<file path="config.mk">
export PLATFORM = sky130hd
export DESIGN_NAME = fetch_unit
export DESIGN_NICKNAME = d
export VERILOG_FILES = /design/src/rtl/fetch_unit.sv
export SDC_FILE = /design/constraint.sdc
export NUM_CORES = 1
export LEC_CHECK = 0
export CORE_AREA = 2 2 82 100
export DETAILED_ROUTE_END_ITERATION = 12
export DIE_AREA = 0 0 84 102
export PLACE_DENSITY = 0.79
export SKIP_CTS_REPAIR_TIMING = 1
export SYNTH_ARGS = -nofsm -noshare
export SYNTH_HDL_FRONTEND = slang
export SYNTH_SLANG_ARGS = --single-unit
</file>
<file path="constraint.sdc">
create_clock -name clk -period 4.7 [get_ports clk]
set_clock_uncertainty 0.15 [all_clocks]
set_input_delay 0.94 -clock clk [delete_from_list [all_inputs] [get_ports clk]]
set_output_delay 0.94 -clock clk [all_outputs]
set_load 0.01 [all_outputs]
</file>
<file path="src/rtl/fetch_unit.sv">
// Instruction fetch stage: owns the PC, issues one request at a time,
// buffers responses in a 2-entry FIFO feeding IF/ID, handles redirect and HALT.
//
// Ports:
//   clk, rst            - clock, synchronous active-high reset
//   imem_req/imem_addr  - fetch request and address (current PC)
//   imem_data/imem_valid- returned instruction and its valid strobe
//   redirect/redirect_pc- flush queue and refetch from target
//   id_ready/id_valid   - IF/ID handshake
//   id_instr/id_pc_inc  - head instruction and its PC+2
//   halted              - fetch stopped after HALT
module fetch_unit #(
    parameter logic [15:0] RESET_PC    = 16'h0000,
    parameter logic [4:0]  HALT_OPCODE = 5'b00000
) (
    input  logic        clk,
    input  logic        rst,
    output logic        imem_req,
    output logic [15:0] imem_addr,
    input  logic [15:0] imem_data,
    input  logic        imem_valid,
    input  logic        redirect,
    input  logic [15:0] redirect_pc,
    input  logic        id_ready,
    output logic        id_valid,
    output logic [15:0] id_instr,
    output logic [15:0] id_pc_inc,
    output logic        halted
);

    typedef enum logic {
        FETCH,
        HALTED
    } state_e;

    state_e      state_q, state_d;
    logic [15:0] pc_q, pc_d;
    logic [1:0]  cnt_q, cnt_d;
    logic        head_q, head_d;
    logic [15:0] instr_q [2];
    logic [15:0] pcinc_q [2];

    logic        accept;
    logic        pop;
    logic        push;
    logic        tail;
    logic [15:0] pc_inc;

    assign pc_inc    = pc_q + 16'd2;
    assign imem_addr = pc_q;
    assign imem_req  = (state_q == FETCH) && (cnt_q != 2'd2)
                       && !redirect && !rst;
    assign accept    = imem_req && imem_valid;
    assign id_valid  = (cnt_q != 2'd0);
    assign pop       = id_valid && id_ready;
    assign push      = accept;
    // With one entry queued the free slot is the other one.
    assign tail      = head_q ^ (cnt_q == 2'd1);
    assign halted    = (state_q == HALTED);
    assign id_instr  = id_valid ? instr_q[head_q] : 16'h0000;
    assign id_pc_inc = id_valid ? pcinc_q[head_q] : 16'h0000;

    always_comb begin
        state_d = state_q;
        pc_d    = pc_q;
        cnt_d   = cnt_q;
        head_d  = head_q;
        if (redirect) begin
            state_d = FETCH;
            pc_d    = redirect_pc;
            cnt_d   = 2'd0;
            head_d  = 1'b0;
        end else begin
            if (accept) begin
                pc_d = pc_inc;
                if (imem_data[15:11] == HALT_OPCODE) begin
                    state_d = HALTED;
                end
            end
            cnt_d = cnt_q + {1'b0, push} - {1'b0, pop};
            if (pop) begin
                head_d = ~head_q;
            end
        end
    end

    always_ff @(posedge clk) begin
        if (rst) begin
            state_q <= FETCH;
            pc_q    <= RESET_PC;
            cnt_q   <= 2'd0;
            head_q  <= 1'b0;
        end else begin
            state_q <= state_d;
            pc_q    <= pc_d;
            cnt_q   <= cnt_d;
            head_q  <= head_d;
        end
    end

    // Payload storage needs no reset; outputs are masked while empty.
    always_ff @(posedge clk) begin
        if (!rst && !redirect && push) begin
            instr_q[tail] <= imem_data;
            pcinc_q[tail] <= pc_inc;
        end
    end

endmodule

</file>
==> summary.md <==
| Metric | Value |
|---|---|
| Status | complete, no violations |
| Max frequency | 283.5 MHz |
| # setup viols final | 0 |
| DP Wirelength | 5581 µm |
| Dpl cell area | 0.004691 mm² |
| CP peak stage delay | 580 ps |
| Vias in the first global route | 2646 |
| Num ports | 88 |
| Worst-skew pair later-pin latency | 340 ps |
| Clock network power share | 33.0% |
| Synthesis warning total | 0 |
| Worst hold path type | flop to flop |
| Num rows | 35 |
| Post-route clock period utilization | 75.04% |
| Cells after Synth | 297 |
| Finished Cell Area | 0.004882 mm² |
| Critical Path RT | 3610 ps |
| Gr usage total | 19.01% |
| Post-route DRC violation count | 0 |
| Crit path capture type | primary output |
| Layout fillers | 590 |
| CP startpoint kind | primary input |
| Syn nets | 337 |
| Number of H-tree levels | 3 |
| Sequential area share after synthesis | 62.99% |
| Via count | 2691 |
| Routed wl met2 | 4279 µm |
| Static Leak | 1.658 nW |
| Via density | 5.595 |
| Setup_tns | 0 ps |
| Initial antenna violation count | 0 |
| Simple-gate share of the synthesized area | 13.69% |
| Compound-gate portion of the synthesized area | 7.066% |
| Clock slew at reported path FFs | 80 ps |
| First DRT Iteration DRCs | 130 |
| WL met3 | 373 µm |
| XOR/XNOR share of the synthesized area | 3.769% |
| RSZ-0062 raised after global routing | false |
| Post-Synth Adder-Cell Area | 1.009% |
| Maximum vdd drop | 0.1720 mV |
| Syn_area_per_cell | 12.52 µm² |
| Top Metal Used | met4 |
| DRT Pass-1 Iters | 5 |
| Largest family of logic cells by synthesized area | simple AND/OR/NAND/NOR gates |
| First-pass GRT wire length | 12690 µm |
| Power Density | 305.9 mW/mm² |
| Die area | 0.008568 mm² |
| Synth Flop Type | edfxtp_1 |
| Slew Limit Fails | 0 |
| Sw Share | 22.47% |
| Final Hold Violating Endpoints | 0 |
| Largest net degree at the start of global routing | 34 |
| Max capacitance violation total | 0 |
| Largest fanout on the critical path | 23 |
| Max Buffers Root-to-Sink | 2 |
| Number of enable flip-flop cells after synthesis | 64 |
| Per-cell routed wire length | 16.55 µm |
| Max-slew headroom | 36.44% |
| Area Growth Syn to Fin | 31.29% |
| Reg power frac | 57.0% |
| Ratio of cells with drive above 1 in the final layout | 7.455% |
| DIE WIDTH | 84 µm |
| Switch Pwr | 335.6 µW |
| Crit Path Class | primary input to primary output |
| Inserted Diodes | 0 |
| Final Wtd Congestion | 0.8789 |
| Arr. time, crit path | 2440 ps |
| Worst slew pin tran | 953.4 ps |
| Initial core utilization | 49.08% |
| Inst Count DP | 465 |
| Ys async rst share | 0% |
| Die H | 102 µm |
| Clock sinks | 85 |
| CTS tree | built |
| PortBufs | 87 |
| CTS Root Cell | clkbuf_8 |
| Most common cell on crit path | clkdlybuf4s50_1 |
| Post-layout instance count excluding filler cells | 481 |
| Logic gate share of total power | 10.0% |
| Int Pwr | 1.158 mW |
| Post-route ant nets | 0 |
| M1 wire length | 3138 µm |
| Seq cells post-synth | 85 |
| Core area | 0.007576 mm² |
| Crit path cell chain | clkdlybuf4s50_1, buf_4, nor4_1, clkdlybuf4s50_1 |
| Distinct cell type count after synthesis | 42 |
| Mux cell area share after synthesis | 8.883% |
| Synthesized area | 0.003719 mm² |
| WHS | 370.7 ps |
| Total gr overflow | 0 |
| Fin nets | 424 |
| Num CTS Buffers | 9 |
| CP max stage cell | clkdlybuf4s50_1 |
| DRT Wirelength | 7961 µm |
| Fin crit period | 3527 ps |
worst max-delay path, delay by kind of cell:
kind                   cells  cell delay [ps]
buffers and inverters      3             1220
AND/OR/NAND/NOR            1              270
sequential cells by signal, summed over array words and instances (netlist names), named ones only:
| register | cells |
|---|---|
| head_q | 1 |
| halted | 1 |
| pcinc_q | 32 |
| imem_addr | 16 |
| instr_q | 32 |
| cnt_q | 2 |
cell usage in the layout, fill, tap and decap left out, types with 3 or more instances in the layout:
cell	n
o21ai_0	3
a31oi_1	5
xor2_1	4
nor3_1	8
edfxtp_1	64
mux2i_1	33
clkdlybuf4s50_1	87
a21oi_1	5
nand3_1	6
buf_4	6
nand2_1	15
nor4_1	3
xnor2_1	12
inv_1	6
clkbuf_8	9
dfxtp_1	20
and3_1	12
nor2_1	38
a311o_1	6
a22oi_1	3
and2_1	3
o32ai_1	4
ha_1	3
power by group through the flow:
stage	sequential, mW	combinational, mW	clock (mW)
6_report	0.851	0.150	0.493
5_1_grt	0.853	0.162	0.528
4_1_cts	0.850	0.151	0.498
3_5_place_dp	0.867	0.150	0
3_3_place_gp	0.866	0.147	0
2_1_floorplan	0.865	0.0637	0
per-layer routing:
metal,GRT usage (%),vias up
met4,8.809,0
met1,22.68,1297
met2,34.52,104
met5,0,-
met3,2.423,13
li1,-,1277
cell families after synthesis:
group,count (synthesis)
buffers and inverters,24
and+or+nand+nor,101
xor gates and xnor gates,16
DFF,85
AOI/OAI and AO/OA,35
muxes,33
adders and majority gates,3
synthesized netlist by cell type (all sizes together), types with 6 or more instances:
cell	count	area share [%]
edfxtp	64	52
nor2	41	4.6
mux2i	33	8.9
dfxtp	21	11
nand2	15	1.5
and3	12	2.0
xnor2	12	2.8
clkbuf	11	1.1
nor3	8	1.1
inv	7	0.71
a311o	6	1.6
buf	6	0.77
nand3	6	0.81
cell type report:
| class | count | area (µm²) | area share (%) |
|---|---|---|---|
| inverter | 7 | 26.28 | 0.5382 |
| timing repair buffer | 93 | 915.9 | 18.76 |
| tap | 92 | 115.1 | 2.358 |
| clock buffer | 10 | 127.6 | 2.614 |
| clock inverter | 6 | 63.81 | 1.307 |
| sequential | 85 | 2344 | 48.00 |
| multi-input combinational | 188 | 1290 | 26.42 |
path summary, 6_finish.rpt:
check / cells after the start / slack, ps / from / to
setup / recovery: 4 / 1170 / redirect / imem_req
hold / removal: 0 / 370 / imem_addr[0]$_SDFFE_PP0P_ / pcinc_q[1][0]$_DFFE_PP_
setup reg to reg: 5 / 2010 / halted$_SDFFE_PP0P_ / pcinc_q[1][9]$_DFFE_PP_
hold reg to reg: 0 / 370 / imem_addr[0]$_SDFFE_PP0P_ / pcinc_q[1][0]$_DFFE_PP_
per-stage QoR:
stage | power (mW) | setup slack [ps] | utilization (%)
floorplan | 0.9285 | 910.8 | -
global placement | 1.013 | 1062 | 61.92
detailed placement | 1.017 | 1012 | 61.92
CTS | 1.499 | 1161 | 64.44
global route | 1.543 | 1083 | 64.44
finish | 1.493 | 1173 | 64.44
No activity file was read; power rests on OpenSTA's default activity.
